**src/rtl/vx_warp_sched_arb_pkg.sv**
```systemverilog
// Shared types and widths for the warp scheduler: issue record layout,
// warp-id width and default warp/thread counts (overridable with the
// NUM_WARPS / NUM_THREADS macros).
`ifndef NUM_WARPS
`define NUM_WARPS 4
`endif
`ifndef NUM_THREADS
`define NUM_THREADS 4
`endif

package vx_warp_sched_arb_pkg;

  localparam int NUM_WARPS_DFLT   = `NUM_WARPS;
  localparam int NUM_THREADS_DFLT = `NUM_THREADS;
  localparam int NW_WIDTH         = (NUM_WARPS_DFLT > 1) ? $clog2(NUM_WARPS_DFLT) : 1;
  localparam int PC_BITS          = 32;
  localparam int UUID_WIDTH       = 16;
  localparam int PERF_WIDTH       = 64;

  // One issued instruction-stream slot.
  typedef struct packed {
    logic [UUID_WIDTH-1:0]       uuid;
    logic [NW_WIDTH-1:0]         wid;
    logic [NUM_THREADS_DFLT-1:0] tmask;
    logic [PC_BITS-1:0]          pc;
  } issue_t;

  // Next uuid, wrapping naturally at the counter width.
  function automatic logic [UUID_WIDTH-1:0] uuid_inc(input logic [UUID_WIDTH-1:0] value);
    return value + UUID_WIDTH'(1);
  endfunction

endpackage

```
**src/rtl/vx_warp_sched_arb_if.sv**
```systemverilog
// Issue stream from the warp scheduler: valid/ready handshake carrying one
// issue_t record. The scheduler is the master.
interface vx_warp_sched_arb_if;
  import vx_warp_sched_arb_pkg::*;

  logic   valid;
  logic   ready;
  issue_t data;

  modport master (output valid, output data, input ready);
  modport slave  (input valid, input data, output ready);

endinterface

```
**src/rtl/vx_warp_sched_arb_rr_arbiter.sv**
```systemverilog
// Generic round-robin arbiter. The scan starts one past the last granted
// index; the pointer only advances when the consumer takes the grant.
module vx_warp_sched_arb_rr_arbiter #(
  parameter int NUM_REQS     = 4,
  parameter int LOG_NUM_REQS = (NUM_REQS > 1) ? $clog2(NUM_REQS) : 1
) (
  input  logic                    clk,
  input  logic                    reset,
  input  logic [NUM_REQS-1:0]     requests,
  input  logic                    grant_ready,
  output logic [LOG_NUM_REQS-1:0] grant_index,
  output logic                    grant_valid
);

  logic [LOG_NUM_REQS-1:0] ptr_r;
  logic [LOG_NUM_REQS-1:0] index_s;
  logic [LOG_NUM_REQS-1:0] cand_idx_s;
  logic                    found_s;
  int                      cand_s;

  // Find the first active request after the pointer, wrapping around.
  always_comb begin
    index_s    = ptr_r;
    found_s    = 1'b0;
    cand_s     = 0;
    cand_idx_s = '0;
    for (int i = 1; i <= NUM_REQS; i++) begin
      cand_s     = (int'(ptr_r) + i) % NUM_REQS;
      cand_idx_s = LOG_NUM_REQS'(cand_s);
      if (!found_s && requests[cand_idx_s]) begin
        found_s = 1'b1;
        index_s = cand_idx_s;
      end else begin
        found_s = found_s;
      end
    end
  end

  // Pointer follows each accepted grant; reset favours index 0 first.
  always_ff @(posedge clk) begin
    if (reset) begin
      ptr_r <= LOG_NUM_REQS'(NUM_REQS - 1);
    end else if (grant_ready && found_s) begin
      ptr_r <= index_s;
    end else begin
      ptr_r <= ptr_r;
    end
  end

  assign grant_index = index_s;
  assign grant_valid = found_s;

endmodule

```
**src/rtl/vx_warp_sched_arb.sv**
```systemverilog
// Warp scheduler arbiter: keeps per-warp active/stalled/tmask/PC state,
// picks the next eligible warp round-robin and presents it in a one-entry
// output register with a uuid tag. A granted warp stays stalled until it is
// resumed. Optional performance counters are built when SCHED_PERF_EN is
// defined; otherwise the perf ports are tied to zero.
module vx_warp_sched_arb
  import vx_warp_sched_arb_pkg::*;
#(
  parameter int NUM_WARPS   = NUM_WARPS_DFLT,
  parameter int NUM_THREADS = NUM_THREADS_DFLT
) (
  input  logic                   clk,
  input  logic                   reset,

  input  logic                   spawn_valid,
  input  logic [NW_WIDTH-1:0]    spawn_wid,
  input  logic [NUM_THREADS-1:0] spawn_tmask,
  input  logic [PC_BITS-1:0]     spawn_PC,

  input  logic                   resume_valid,
  input  logic [NW_WIDTH-1:0]    resume_wid,
  input  logic [NUM_THREADS-1:0] resume_tmask,
  input  logic [PC_BITS-1:0]     resume_PC,

  vx_warp_sched_arb_if.master    schedule_if,

  output logic                   busy,
  output logic [PERF_WIDTH-1:0]  perf_stall_cycles,
  output logic [PERF_WIDTH-1:0]  perf_idle_cycles
);

  // Warp table
  logic [NUM_WARPS-1:0]   active_r;
  logic [NUM_WARPS-1:0]   stalled_r;
  logic [NUM_THREADS-1:0] tmask_r [NUM_WARPS];
  logic [PC_BITS-1:0]     pc_r    [NUM_WARPS];
  logic [NUM_WARPS-1:0]   active_n;
  logic [NUM_WARPS-1:0]   stalled_n;
  logic [NUM_THREADS-1:0] tmask_n [NUM_WARPS];
  logic [PC_BITS-1:0]     pc_n    [NUM_WARPS];

  // Output register and uuid counter
  logic                   valid_r;
  logic                   valid_n;
  issue_t                 data_r;
  issue_t                 data_n;
  logic [UUID_WIDTH-1:0]  uuid_r;
  logic [UUID_WIDTH-1:0]  uuid_n;
  logic                   busy_r;

  // Arbitration
  logic [NUM_WARPS-1:0]   eligible_s;
  logic [NW_WIDTH-1:0]    grant_wid_s;
  logic                   grant_valid_s;
  logic                   load_s;

  assign eligible_s = active_r & ~stalled_r;
  assign load_s     = (!valid_r || schedule_if.ready) && grant_valid_s;

  vx_warp_sched_arb_rr_arbiter #(
    .NUM_REQS     (NUM_WARPS),
    .LOG_NUM_REQS (NW_WIDTH)
  ) u_rr_arbiter (
    .clk         (clk),
    .reset       (reset),
    .requests    (eligible_s),
    .grant_ready (load_s),
    .grant_index (grant_wid_s),
    .grant_valid (grant_valid_s)
  );

  // Per-warp next state: a taking resume beats spawn; a grant stalls the warp.
  always_comb begin
    active_n  = active_r;
    stalled_n = stalled_r;
    tmask_n   = tmask_r;
    pc_n      = pc_r;
    for (int w = 0; w < NUM_WARPS; w++) begin
      if (resume_valid && (resume_wid == NW_WIDTH'(w)) && stalled_r[w]) begin
        stalled_n[w] = 1'b0;
        active_n[w]  = |resume_tmask;
        tmask_n[w]   = resume_tmask;
        pc_n[w]      = resume_PC;
      end else if (spawn_valid && (spawn_wid == NW_WIDTH'(w)) && !active_r[w]) begin
        active_n[w]  = 1'b1;
        stalled_n[w] = 1'b0;
        tmask_n[w]   = spawn_tmask;
        pc_n[w]      = spawn_PC;
      end else if (load_s && (grant_wid_s == NW_WIDTH'(w))) begin
        stalled_n[w] = 1'b1;
      end else begin
        stalled_n[w] = stalled_r[w];
      end
    end
  end

  // Output register: load on a grant when empty or firing, drain on a bare fire.
  always_comb begin
    valid_n = valid_r;
    data_n  = data_r;
    uuid_n  = uuid_r;
    if (load_s) begin
      valid_n      = 1'b1;
      data_n.uuid  = uuid_r;
      data_n.wid   = grant_wid_s;
      data_n.tmask = tmask_r[grant_wid_s];
      data_n.pc    = pc_r[grant_wid_s];
      uuid_n       = uuid_inc(uuid_r);
    end else if (schedule_if.ready) begin
      valid_n = 1'b0;
    end else begin
      valid_n = valid_r;
    end
  end

  // State update; reset discards every warp and any pending issue.
  always_ff @(posedge clk) begin
    if (reset) begin
      active_r  <= '0;
      stalled_r <= '0;
      for (int w = 0; w < NUM_WARPS; w++) begin
        tmask_r[w] <= '0;
        pc_r[w]    <= '0;
      end
      valid_r <= 1'b0;
      data_r  <= '0;
      uuid_r  <= '0;
      busy_r  <= 1'b0;
    end else begin
      active_r  <= active_n;
      stalled_r <= stalled_n;
      tmask_r   <= tmask_n;
      pc_r      <= pc_n;
      valid_r   <= valid_n;
      data_r    <= data_n;
      uuid_r    <= uuid_n;
      busy_r    <= |active_n;
    end
  end

  assign schedule_if.valid = valid_r;
  assign schedule_if.data  = data_r;
  assign busy              = busy_r;

`ifdef SCHED_PERF_EN
  logic [PERF_WIDTH-1:0] stall_cnt_r;
  logic [PERF_WIDTH-1:0] idle_cnt_r;

  // Saturating counters of back-pressured and starved cycles.
  always_ff @(posedge clk) begin
    if (reset) begin
      stall_cnt_r <= '0;
      idle_cnt_r  <= '0;
    end else begin
      if (valid_r && !schedule_if.ready && (stall_cnt_r != {PERF_WIDTH{1'b1}})) begin
        stall_cnt_r <= stall_cnt_r + PERF_WIDTH'(1);
      end else begin
        stall_cnt_r <= stall_cnt_r;
      end
      if (!valid_r && busy_r && (idle_cnt_r != {PERF_WIDTH{1'b1}})) begin
        idle_cnt_r <= idle_cnt_r + PERF_WIDTH'(1);
      end else begin
        idle_cnt_r <= idle_cnt_r;
      end
    end
  end

  assign perf_stall_cycles = stall_cnt_r;
  assign perf_idle_cycles  = idle_cnt_r;
`else
  assign perf_stall_cycles = {PERF_WIDTH{1'b0}};
  assign perf_idle_cycles  = {PERF_WIDTH{1'b0}};
`endif

endmodule

```
**src/flat_wrapper.sv**
```systemverilog
// flat-port wrapper written by rule: the top's interface ports become plain ports
module vx_warp_sched_arb_flat import vx_warp_sched_arb_pkg::*;
#(
  parameter int NUM_WARPS   = NUM_WARPS_DFLT,
  parameter int NUM_THREADS = NUM_THREADS_DFLT
)
  (clk, reset, spawn_valid, spawn_wid, spawn_tmask, spawn_PC, resume_valid, resume_wid, resume_tmask, resume_PC, busy, perf_stall_cycles, perf_idle_cycles, schedule_if_valid, schedule_if_data, schedule_if_ready);
  vx_warp_sched_arb_if schedule_if_i ();
  input  logic clk;
  input  logic reset;
  input  logic spawn_valid;
  input  logic [NW_WIDTH-1:0] spawn_wid;
  input  logic [NUM_THREADS-1:0] spawn_tmask;
  input  logic [PC_BITS-1:0] spawn_PC;
  input  logic resume_valid;
  input  logic [NW_WIDTH-1:0] resume_wid;
  input  logic [NUM_THREADS-1:0] resume_tmask;
  input  logic [PC_BITS-1:0] resume_PC;
  output logic busy;
  output logic [PERF_WIDTH-1:0] perf_stall_cycles;
  output logic [PERF_WIDTH-1:0] perf_idle_cycles;
  output wire logic [$bits(schedule_if_i.valid)-1:0] schedule_if_valid;
  output wire logic [$bits(schedule_if_i.data)-1:0] schedule_if_data;
  input wire logic [$bits(schedule_if_i.ready)-1:0] schedule_if_ready;
  assign schedule_if_valid = schedule_if_i.valid;
  assign schedule_if_data = schedule_if_i.data;
  assign schedule_if_i.ready = schedule_if_ready;
  vx_warp_sched_arb #(.NUM_WARPS(NUM_WARPS), .NUM_THREADS(NUM_THREADS)) u_core (.clk(clk), .reset(reset), .spawn_valid(spawn_valid), .spawn_wid(spawn_wid), .spawn_tmask(spawn_tmask), .spawn_PC(spawn_PC), .resume_valid(resume_valid), .resume_wid(resume_wid), .resume_tmask(resume_tmask), .resume_PC(resume_PC), .schedule_if(schedule_if_i), .busy(busy), .perf_stall_cycles(perf_stall_cycles), .perf_idle_cycles(perf_idle_cycles));
endmodule
```
**config.mk**
```make
export PLATFORM = sky130hd
export DESIGN_NAME = vx_warp_sched_arb_flat
export DESIGN_NICKNAME = d
export VERILOG_FILES = /design/src/rtl/vx_warp_sched_arb_pkg.sv /design/src/rtl/vx_warp_sched_arb_if.sv /design/src/rtl/vx_warp_sched_arb_rr_arbiter.sv /design/src/rtl/vx_warp_sched_arb.sv /design/src/flat_wrapper.sv
export SDC_FILE = /design/constraint.sdc
export NUM_CORES = 1
export LEC_CHECK = 0
export BUFFER_PORTS_ARGS = -buffer_cell sky130_fd_sc_hd__buf_2
export CAP_MARGIN = 0
export CORE_ASPECT_RATIO = 0.7
export CORE_MARGIN = 8
export CORE_UTILIZATION = 43
export CTS_BUF_LIST = sky130_fd_sc_hd__clkbuf_2
export DETAILED_ROUTE_END_ITERATION = 16
export PLACE_DENSITY_LB_ADDON = 0.1
export SLEW_MARGIN = 40
export SYNTH_ARGS = -nofsm -noshare
export SYNTH_HDL_FRONTEND = slang
export SYNTH_SLANG_ARGS = --single-unit
```
**constraint.sdc**
```tcl
create_clock -name clk -period 4.6 [get_ports clk]
set_input_delay 0.69 -clock clk [delete_from_list [all_inputs] [get_ports clk]]
set_output_delay 0.69 -clock clk [all_outputs]
set_load 0.005 [all_outputs]
```
Word-level counts from Yosys, hierarchy flattened:

Index checks and enable logic that the tools add are counted.

* register bits: 226
* input bits: 81

* add/subtract/negate cells: 5
* order comparisons: 5
* equal/unequal tests: 9
* multiplexer cells: 48
* bitwise logic cells: 3
* reduce and logical (&&, ||, !) cells: 48

Operator list (count)
* 2-to-1 mux 32 bit: 10
* binary-select mux 32 bit (select 2 bit): 1
* 2-to-1 mux 4 bit: 10
* logical AND 1 bit: 25
* 2-to-1 mux 1 bit: 18
* adder 16 x 1 -> 16 bit, second input constant: 1
* equality test 2 bit, second input constant: 6
* less-than comparator 2 x 3 -> 1 bit, second input constant: 4
* OR reduction 3 bit: 4
* nonzero test 2 bit: 5
* binary-select mux 1 bit (select 2 bit): 4
* binary-select mux 4 bit (select 2 bit): 1
* logical NOT 1 bit: 8
* 2-to-1 mux 2 bit: 4
* OR reduction 4 bit: 2
* equality test 2 x 1 -> 1 bit, second input constant: 3
* logical NOT 2 bit: 3
* adder 2 x 1 -> 2 bit, second input constant: 2
* adder 2 bit, second input constant: 2
* bitwise AND 4 bit: 1
* inverter 4 bit: 1
* greater-or-equal comparator 3 bit, second input constant: 1
* inverter 2 -> 3 bit: 1
* logical OR 1 bit: 1

Longest topological paths before layout:

Gate-level depths: netlist of the first run.

* word-level depth: 18
* mapped depth: 7
* depth with buffers taken out: 5

By module:

From an unflattened synthesis of the first run, not the netlist that was laid out.

* cell total of the unflattened synthesis: 1250
* area total of the unflattened synthesis: 11252.0 µm²

Modules (own cells, without submodules)
* vx_warp_sched_arb: times used 1, cells an instance 1226, area each 11066.9 µm²
* vx_warp_sched_arb_rr_arbiter: times used 1, cells an instance 24, area each 185.2 µm²

Worst setup path after synthesis of the first run:

No wires, ideal clock.

* path type: input -> register
* from: input port schedule_if_ready
* to: register u_core.uuid_r[15]
* setup time: 0.123 ns
* arrival: 1.948 ns
* data required time: 4.477 ns
* path slack: 2.529 ns
* stages on the path: 5
* buffers on the path: 0
* cell sequence: nand2b_1 o41ai_4 nor4_2 nor3b_1 mux2_1

* longest elaborated chain between the ends: 2

Ends and longest elaborated chain
* start: declaration: line flat_wrapper.sv:24 `input wire logic [$bits(schedule_if_i.ready)-1:0] schedule_if_ready;`
* logical OR 1 bit: line vx_warp_sched_arb.sv:58 `assign load_s = (!valid_r || schedule_if.ready) && grant_valid_s;`
* logical AND 1 bit: line vx_warp_sched_arb.sv:58
* end signal: assignment: line vx_warp_sched_arb.sv:136 `uuid_r <= uuid_n;`
* end: declaration: line vx_warp_sched_arb.sv:47 `logic [UUID_WIDTH-1:0] uuid_r;`

Every way passes these cells.
A chain may end at the register's enable or synchronous reset.

Worst setup path in the final report of the first run:

* from: register u_core.active_r[2]
* to: register u_core.data_r, in the netlist u_core.schedule_if.data[22]

* longest elaborated chain between the ends: 17

Ends and longest elaborated chain
* start: declaration: line vx_warp_sched_arb.sv:33 `logic [NUM_WARPS-1:0] active_r;`
* start signal: assignment: line vx_warp_sched_arb.sv:130 `active_r <= active_n;`
* bitwise AND 4 bit (*): line vx_warp_sched_arb.sv:57 `assign eligible_s = active_r & ~stalled_r;`
* binary-select mux 1 bit (select 2 bit): line vx_warp_sched_arb_rr_arbiter.sv:30 `if (!found_s && requests[cand_idx_s]) begin`
* 2-to-1 mux 1 bit (not written as such): line vx_warp_sched_arb_rr_arbiter.sv:30
* 2-to-1 mux 1 bit: line vx_warp_sched_arb_rr_arbiter.sv:30
* logical NOT 1 bit: line vx_warp_sched_arb_rr_arbiter.sv:30
* logical AND 1 bit: line vx_warp_sched_arb_rr_arbiter.sv:30
* 2-to-1 mux 1 bit: line vx_warp_sched_arb_rr_arbiter.sv:30
* logical NOT 1 bit: line vx_warp_sched_arb_rr_arbiter.sv:30
* logical AND 1 bit: line vx_warp_sched_arb_rr_arbiter.sv:30
* 2-to-1 mux 1 bit: line vx_warp_sched_arb_rr_arbiter.sv:30
* logical NOT 1 bit: line vx_warp_sched_arb_rr_arbiter.sv:30
* logical AND 1 bit: line vx_warp_sched_arb_rr_arbiter.sv:30
* 2-to-1 mux 2 bit: line vx_warp_sched_arb_rr_arbiter.sv:30
* inverter 2 -> 3 bit (not written as such): line vx_warp_sched_arb.sv:107 `data_n.pc = pc_r[grant_wid_s];`
* binary-select mux 32 bit (select 2 bit): line vx_warp_sched_arb.sv:107
* 2-to-1 mux 32 bit (not written as such) (2 in series): line vx_warp_sched_arb.sv:107
* end signal: assignment: line vx_warp_sched_arb.sv:135 `data_r <= data_n;`
* end: declaration: line vx_warp_sched_arb.sv:45 `issue_t data_r;`

Every way passes the cells marked *; elsewhere a longest branch is shown, timed or not. The select of a mux whose other input is x is not followed.

==> results of run 1 <==
-- metal layers --
layer / track usage (%) / vias up
met2: 32.2 / 283
li1: - / 5016
met5: 0 / -
met1: 29.3 / 4847
met4: 4.91 / 2
met3: 4.65 / 43
-- final timing paths --
path,slack [ns],to,start,depth (start not counted)
hold / removal,0.16,u_core.pc_r[82],resume_PC[18],3
setup / recovery,1.91,u_core.schedule_if.data[22],u_core.active_r[2],6
hold reg to reg,0.45,u_core.schedule_if.data[52],u_core.schedule_if.data[52],2
setup reg to reg,1.91,u_core.schedule_if.data[22],u_core.active_r[2],6
-- state kept, by name, indices dropped and copies added (netlist names) --
name	cells
u_core.schedule_if.data	54
u_core.schedule_if.valid	1
u_core.tmask_r	16
u_core.u_rr_arbiter.ptr_r	2
u_core.stalled_r	4
u_core.uuid_r	16
u_core.active_r	4
u_core.busy	1
u_core.pc_r	128
-- logic make-up after synthesis --
| logic type | count (synthesis) |
|---|---|
| flip-flops | 226 |
| AO/OA/AOI/OAI | 375 |
| buffers and inverters | 336 |
| other | 1 |
| AND/OR/NAND/NOR | 292 |
| multiplexers | 149 |
| XOR/XNOR | 9 |
| adder cells (fa/ha/maj) | 1 |
-- report_power, final --
part           internal (mW)  switching [mW]
Sequential              2.09          0.0884
Combinational          0.323           0.659
Clock                  0.593           0.847
-- critical path: stages, from the launching register on --
cell	delay [ns]
dfxtp_1	0.41
nor2b_4	0.25
o221a_4	0.55
a21o_2	0.52
buf_4	0.42
a221oi_1	0.14
o31ai_1	0.27
-- final cells by class --
| type | instances | share of cell area [%] |
|---|---|---|
| clock buffers | 84 | 3.21 |
| flip-flops and latches | 226 | 34.6 |
| clock inverters | 12 | 0.755 |
| inverters | 78 | 2.24 |
| well taps | 371 | 3.55 |
| diodes | 1 | 0.0191 |
| multi-input cells | 954 | 49.0 |
| repair buffers | 158 | 6.71 |
-- placed cells by master, fill, tap and decap left out, types with 3 or more instances in the layout --
cell       count
a2111oi_0     36
a211oi_1     218
a21oi_1       25
a221oi_1      36
a41oi_1        4
buf_2        135
buf_4         17
buf_6          4
clkbuf_2      84
clkinv_1       8
conb_1       128
dfxtp_1      225
inv_1         78
mux2i_1      144
nand2_1       45
nand2b_1       3
nand3_1        6
nand3b_1      38
nand4_1        4
nor2_1       165
nor2b_1        3
nor3_1         4
o21ai_0        3
o21ai_4        3
o22ai_1        5
o31ai_1       36
or3_1          3
xnor2_1        5
xor2_1         4
-- per-stage QoR --
step	instance area, µm²	total power [mW]	hold slack, ns	worst slack [ns]	utilization [%]
floorplan	12600	2.92	0.441	2.53	-
global placement	12500	3.18	0.440	1.83	45.1
detailed placement	12500	3.19	0.444	1.81	45.2
CTS	13100	4.65	0.0624	1.94	47.1
global route	13100	4.89	0.0613	1.71	47.2
finish	13100	4.60	0.160	1.91	47.2
==> metrics.cfg, run 1 <==
[logic_synthesis]
yosysTopAreaCell = dfxtp_1
synth_top_area_share_pct = 37.3
synth_most_common_cell = dfxtp_1
yosys.area_share.xor_xnor_pct = 0.649
syn_avg_cell_area_um2 = 8.74
synthAdderAreaFrac_pct = 0.103
synth-async-reset-ratio_pct = 0
ys_top_cells_by_count = dfxtp_1, a211oi_1, nor2_1, mux2i_1, buf_4
yosysSeqAreaShare_pct = 37.3
syn_area_um2 = 12100
synth_seq_cells = 226
ys_types = 52
synth-simple-area-share_pct = 11.4
synth_edf_count = 0
synth_area_leaders = dfxtp_1, a211oi_1, mux2i_1
synth_compound_area_share_pct = 23.5
synthMuxAreaShare_pct = 12.3
yosysWarningCount = 0
syn_inst = 1389
synth_top_flop_cell = dfxtp_1
synth_top_family_by_area = compound AO/OA/AOI/OAI gates

[worst_setup_path]
cp-start-kind = register
worst_setup_path_end_kind = register
critPathMaxFanout = 34
required_ns = 5.38
crit_arrival_ns = 3.48
crit_type = reg -> reg

[clock_tree]
clockBufferDepth = 3
htree_levels = 2
cts_buffers = 57
postCtsHoldBufs = 0
cts_resized = 0
clock-root-buffer = clkbuf_2
cts_setup_buffers = 0
clk_pin_slew_ns = 0.11
clk_latency_ns = 0.89
cts_tree = done
cts_num_sinks = 226

[flow_run]
max_cap_violations = 0

[detailed_routing]
wire_per_inst_um = 19.8
ant_nets = 0
dr.pass1.iters = 5
wl_met2_um = 16500
met1Wirelength_um = 18100
vias_per_cell = 5.41
post-route-drc-count = 0
dr_total_vias = 10191
met3_length_um = 2170
drt-initial-drc-count = 722
dr.max_layer_used = met5
routed_wl_um = 37200

[place]
gp_congestion = 0.753
dp_hpwl_um = 22100
io_buffers = 136
dp.cells = 1786

[timing]
slew_headroom_pct = 42.8
worst_pin_slew_ns = 0.857
fmax_mhz = 371
report.final.slew_viol_count = 0
fin_crit_ns = 2.69
setup_tns_ns = 0
fin_skew_ns = 0.0373
rsz0062_at_grt = false
finalSetupViolCount = 0
finalCritPeriodShare_pct = 58.5
hold_violations = 0

[layout]
seqCellArea_um2 = 4530
n_fill_cell = 2843
multi_input_area_um2 = 6410
syn2layout_area_growth_pct = 7.85
instances_no_fill = 1884
drive_above_1_share_pct = 17.8
nets = 1557

[pwr]
vdd_ir_drop_max_mv = 0.165
cellLeakagePower_nw = 5.51
powerDensity_nw_per_um2 = 352

[status]
status = finished, final reports clean

[global_route]
grt_pass1_vias = 9842
grt_pass1_wl_um = 57400
antenna_found_initial = 2
grt_usage_pct = 20.9
grt_max_degree = 76
overflow = 0

[die]
die_x_um = 217
die_h_um = 157
io_pins = 265
coreArea_um2 = 27800
initial_utilization_pct = 43.7
die-area_um2 = 33900
rows = 51

[worst_hold_path]
hold_path.class = in -> reg

Power figures use the tool's default switching activity.
==> run 2, diff against run 1 <==
==> constraint.sdc (replaced) <==
create_clock -name clk -period 2.5 [get_ports clk]
set_input_delay 0.375 -clock clk [delete_from_list [all_inputs] [get_ports clk]]
set_output_delay 0.375 -clock clk [all_outputs]
set_load 0.005 [all_outputs]
==> run 2 against run 1 <==
  * Hold slack better by 0.067 ns
  * Largest cell class unchanged
  * Flip-flop and latch count unchanged
  * Setup slack worse by 1.8 ns
  * Highest routed layer is now met4
  * Count of clock-buffer cells in the layout up 1
  * Wire length up 3.0%
  * Largest power group unchanged
  * Register-to-register slack worse by 1.6 ns
==> metrics.cfg, run 2 (same netlist as run 1, synthesis figures left out) <==
[worst_setup_path]
rr_endpoint = u_core.schedule_if.data[22]  ; unchanged
crit_type = in -> reg  ; was reg -> reg
cp-start-kind = input pin  ; was register
crit_arrival_ns = 3.14  ; was 3.48 ns
r2r_slack_ns = 0.32  ; was 1.91 ns
worstReg2RegStart = u_core.active_r[1]  ; was u_core.active_r[2]
required_ns = 3.26  ; was 5.38 ns
critPathMaxFanout = 5  ; was 34
worst_setup_path_end_kind = register  ; unchanged
r2r_cells = 6  ; unchanged

[layout]
final_area_um2 = 14500  ; was 13100 µm²
layout_commonest_cell = dfxtp_1  ; unchanged
final_cell_mix = dfxtp_1, a211oi_1, nor2_1  ; unchanged
drive_above_1_share_pct = 17.2  ; was 17.8%
largest_register_ffs = 128  ; unchanged
seqCellArea_um2 = 4530  ; unchanged
nets = 1688  ; was 1557
syn2layout_area_growth_pct = 19.2  ; was 7.85%
multi_input_area_um2 = 6400  ; was 6410 µm²
top_register = u_core.pc_r  ; unchanged
instances_no_fill = 2009  ; was 1884
n_fill_cell = 2718  ; was 2843

[clock_tree]
cts_tree = done  ; unchanged
cts_setup_buffers = 0  ; unchanged
clk_latency_ns = 0.90  ; was 0.89 ns
clk_pin_slew_ns = 0.10  ; was 0.11 ns
clock-root-buffer = clkbuf_2  ; unchanged
postCtsHoldBufs = 115  ; was 0
htree_levels = 2  ; unchanged
clockBufferDepth = 3  ; unchanged
cts_num_sinks = 226  ; unchanged
cts_resized = 0  ; unchanged
cts_buffers = 60  ; was 57

[timing]
worst_pin_slew_ns = 0.776  ; was 0.857 ns
holdWs_ns = 0.227  ; was 0.160 ns
fmax_mhz = 421
rsz0062_at_grt = false  ; unchanged
finalCritPeriodShare_pct = 95.0
layout_setup_ws_ns = 0.126  ; was 1.91 ns
slew_headroom_pct = 48.0  ; was 42.8%
fin_crit_ns = 2.37
fin_skew_ns = 0.0565  ; was 0.0373 ns
hold_violations = 0  ; unchanged
setup_tns_ns = 0  ; unchanged
finalSetupViolCount = 0  ; unchanged
report.final.slew_viol_count = 0  ; unchanged

[global_route]
grt_pass1_wl_um = 60200  ; was 57400 µm
grt_usage_pct = 21.8  ; was 20.9%
grt_pass1_vias = 10463  ; was 9842
antenna_found_initial = 1  ; was 2
overflow = 0  ; unchanged
grt_max_degree = 79  ; was 76

[die]
die-area_um2 = 33900  ; unchanged
initial_utilization_pct = 43.7  ; unchanged
io_pins = 265  ; unchanged
die_x_um = 217  ; unchanged
rows = 51  ; unchanged
die_h_um = 157  ; unchanged
coreArea_um2 = 27800  ; unchanged

[flow_run]
max_cap_violations = 0  ; unchanged

[place]
gp_congestion = 0.798  ; was 0.753
dpl_cell_area_um2 = 12900  ; was 12500 µm²
dp.cells = 1800  ; was 1786
dp_hpwl_um = 23200  ; was 22100 µm
dp_slack_ns = 0.280  ; was 1.81 ns
io_buffers = 136  ; unchanged

[detailed_routing]
ant_nets = 0  ; unchanged
wire_per_inst_um = 19.1  ; was 19.8 µm
routed_wl_um = 38400  ; was 37200 µm
dr_total_vias = 10711  ; was 10.2k
post-route-drc-count = 0  ; unchanged
dr.pass1.iters = 5  ; unchanged
drt-initial-drc-count = 892  ; was 722
vias_per_cell = 5.33  ; was 5.41

[worst_hold_path]
hold_path.class = in -> reg  ; unchanged
hp-start = resume_wid[0]  ; was resume_PC[18]
min_to = u_core.pc_r[102]  ; was u_core.pc_r[82]
holdPathStages = 4  ; was 3

[pwr]
cellLeakagePower_nw = 6.08  ; was 5.51 nW
vdd_ir_drop_max_mv = 0.260  ; was 0.165 mV
powerDensity_nw_per_um2 = 585  ; was 352 nW/µm²

[status]
status = finished, final reports clean  ; unchanged

==> run 2: how the worst max path moves through the flow <==
stage | start | end | slack (ns)
final | resume_tmask[0] | u_core.active_r[0] | 0.13
after global routing | u_core.stalled_r[3] | u_core.schedule_if.data[21] | 0.08
after CTS | u_core.active_r[3] | u_core.schedule_if.data[30] | 0.20
after detailed placement | u_core.active_r[3] | u_core.schedule_if.data[30] | 0.28
after global placement | u_core.stalled_r[3] | u_core.schedule_if.data[30] | 0.33
after floorplan | u_core.stalled_r[1] | u_core.schedule_if.data[21] | 0.70
==> run 2: critical path, cell delays in order <==
cell and delay [ns]:
dlygate4sd3_1 0.55, buf_2 0.16, or4_1 0.58, dlygate4sd3_1 0.64, a21oi_1 0.21, dlygate4sd3_1 0.58, nor2_1 0.04
==> run 2: through the flow <==
| step | utilization, % | total power, mW |
|---|---|---|
| after global routing | 52.1 | 9.01 |
| after global placement | 46.2 | 5.95 |
| final | 52.1 | 8.46 |
| after floorplan | - | 5.38 |
| after CTS | 52.1 | 8.56 |
| after detailed placement | 46.3 | 5.97 |
==> run 2: where the power goes <==
part	leakage [nW]	switching [mW]	internal, mW	total [mW]
sequential	1.84	0.170	3.85	4.02
clock	0.369	1.52	0.885	2.41
combinational	3.87	1.25	0.788	2.04
total	6.08	2.94	5.52	8.46
==> run 2: layout make-up <==
cell class	instances	area share, %
tap	371	3.21
timing repair buffer	286	16.1
clock inverter	7	0.182
multi-input combinational	954	44.2
clock buffer	85	2.94
antenna	2	0.0346
inverter	78	2.02
sequential	226	31.3
==> run 2: routing by layer <==
layer,global-route usage [%],up-vias,share of wire (%)
li1,-,5266,-
met1,30.9,5087,48
met2,33.5,318,45
met3,4.57,40,5.9
met4,4.79,0,1.2
met5,0,-,0
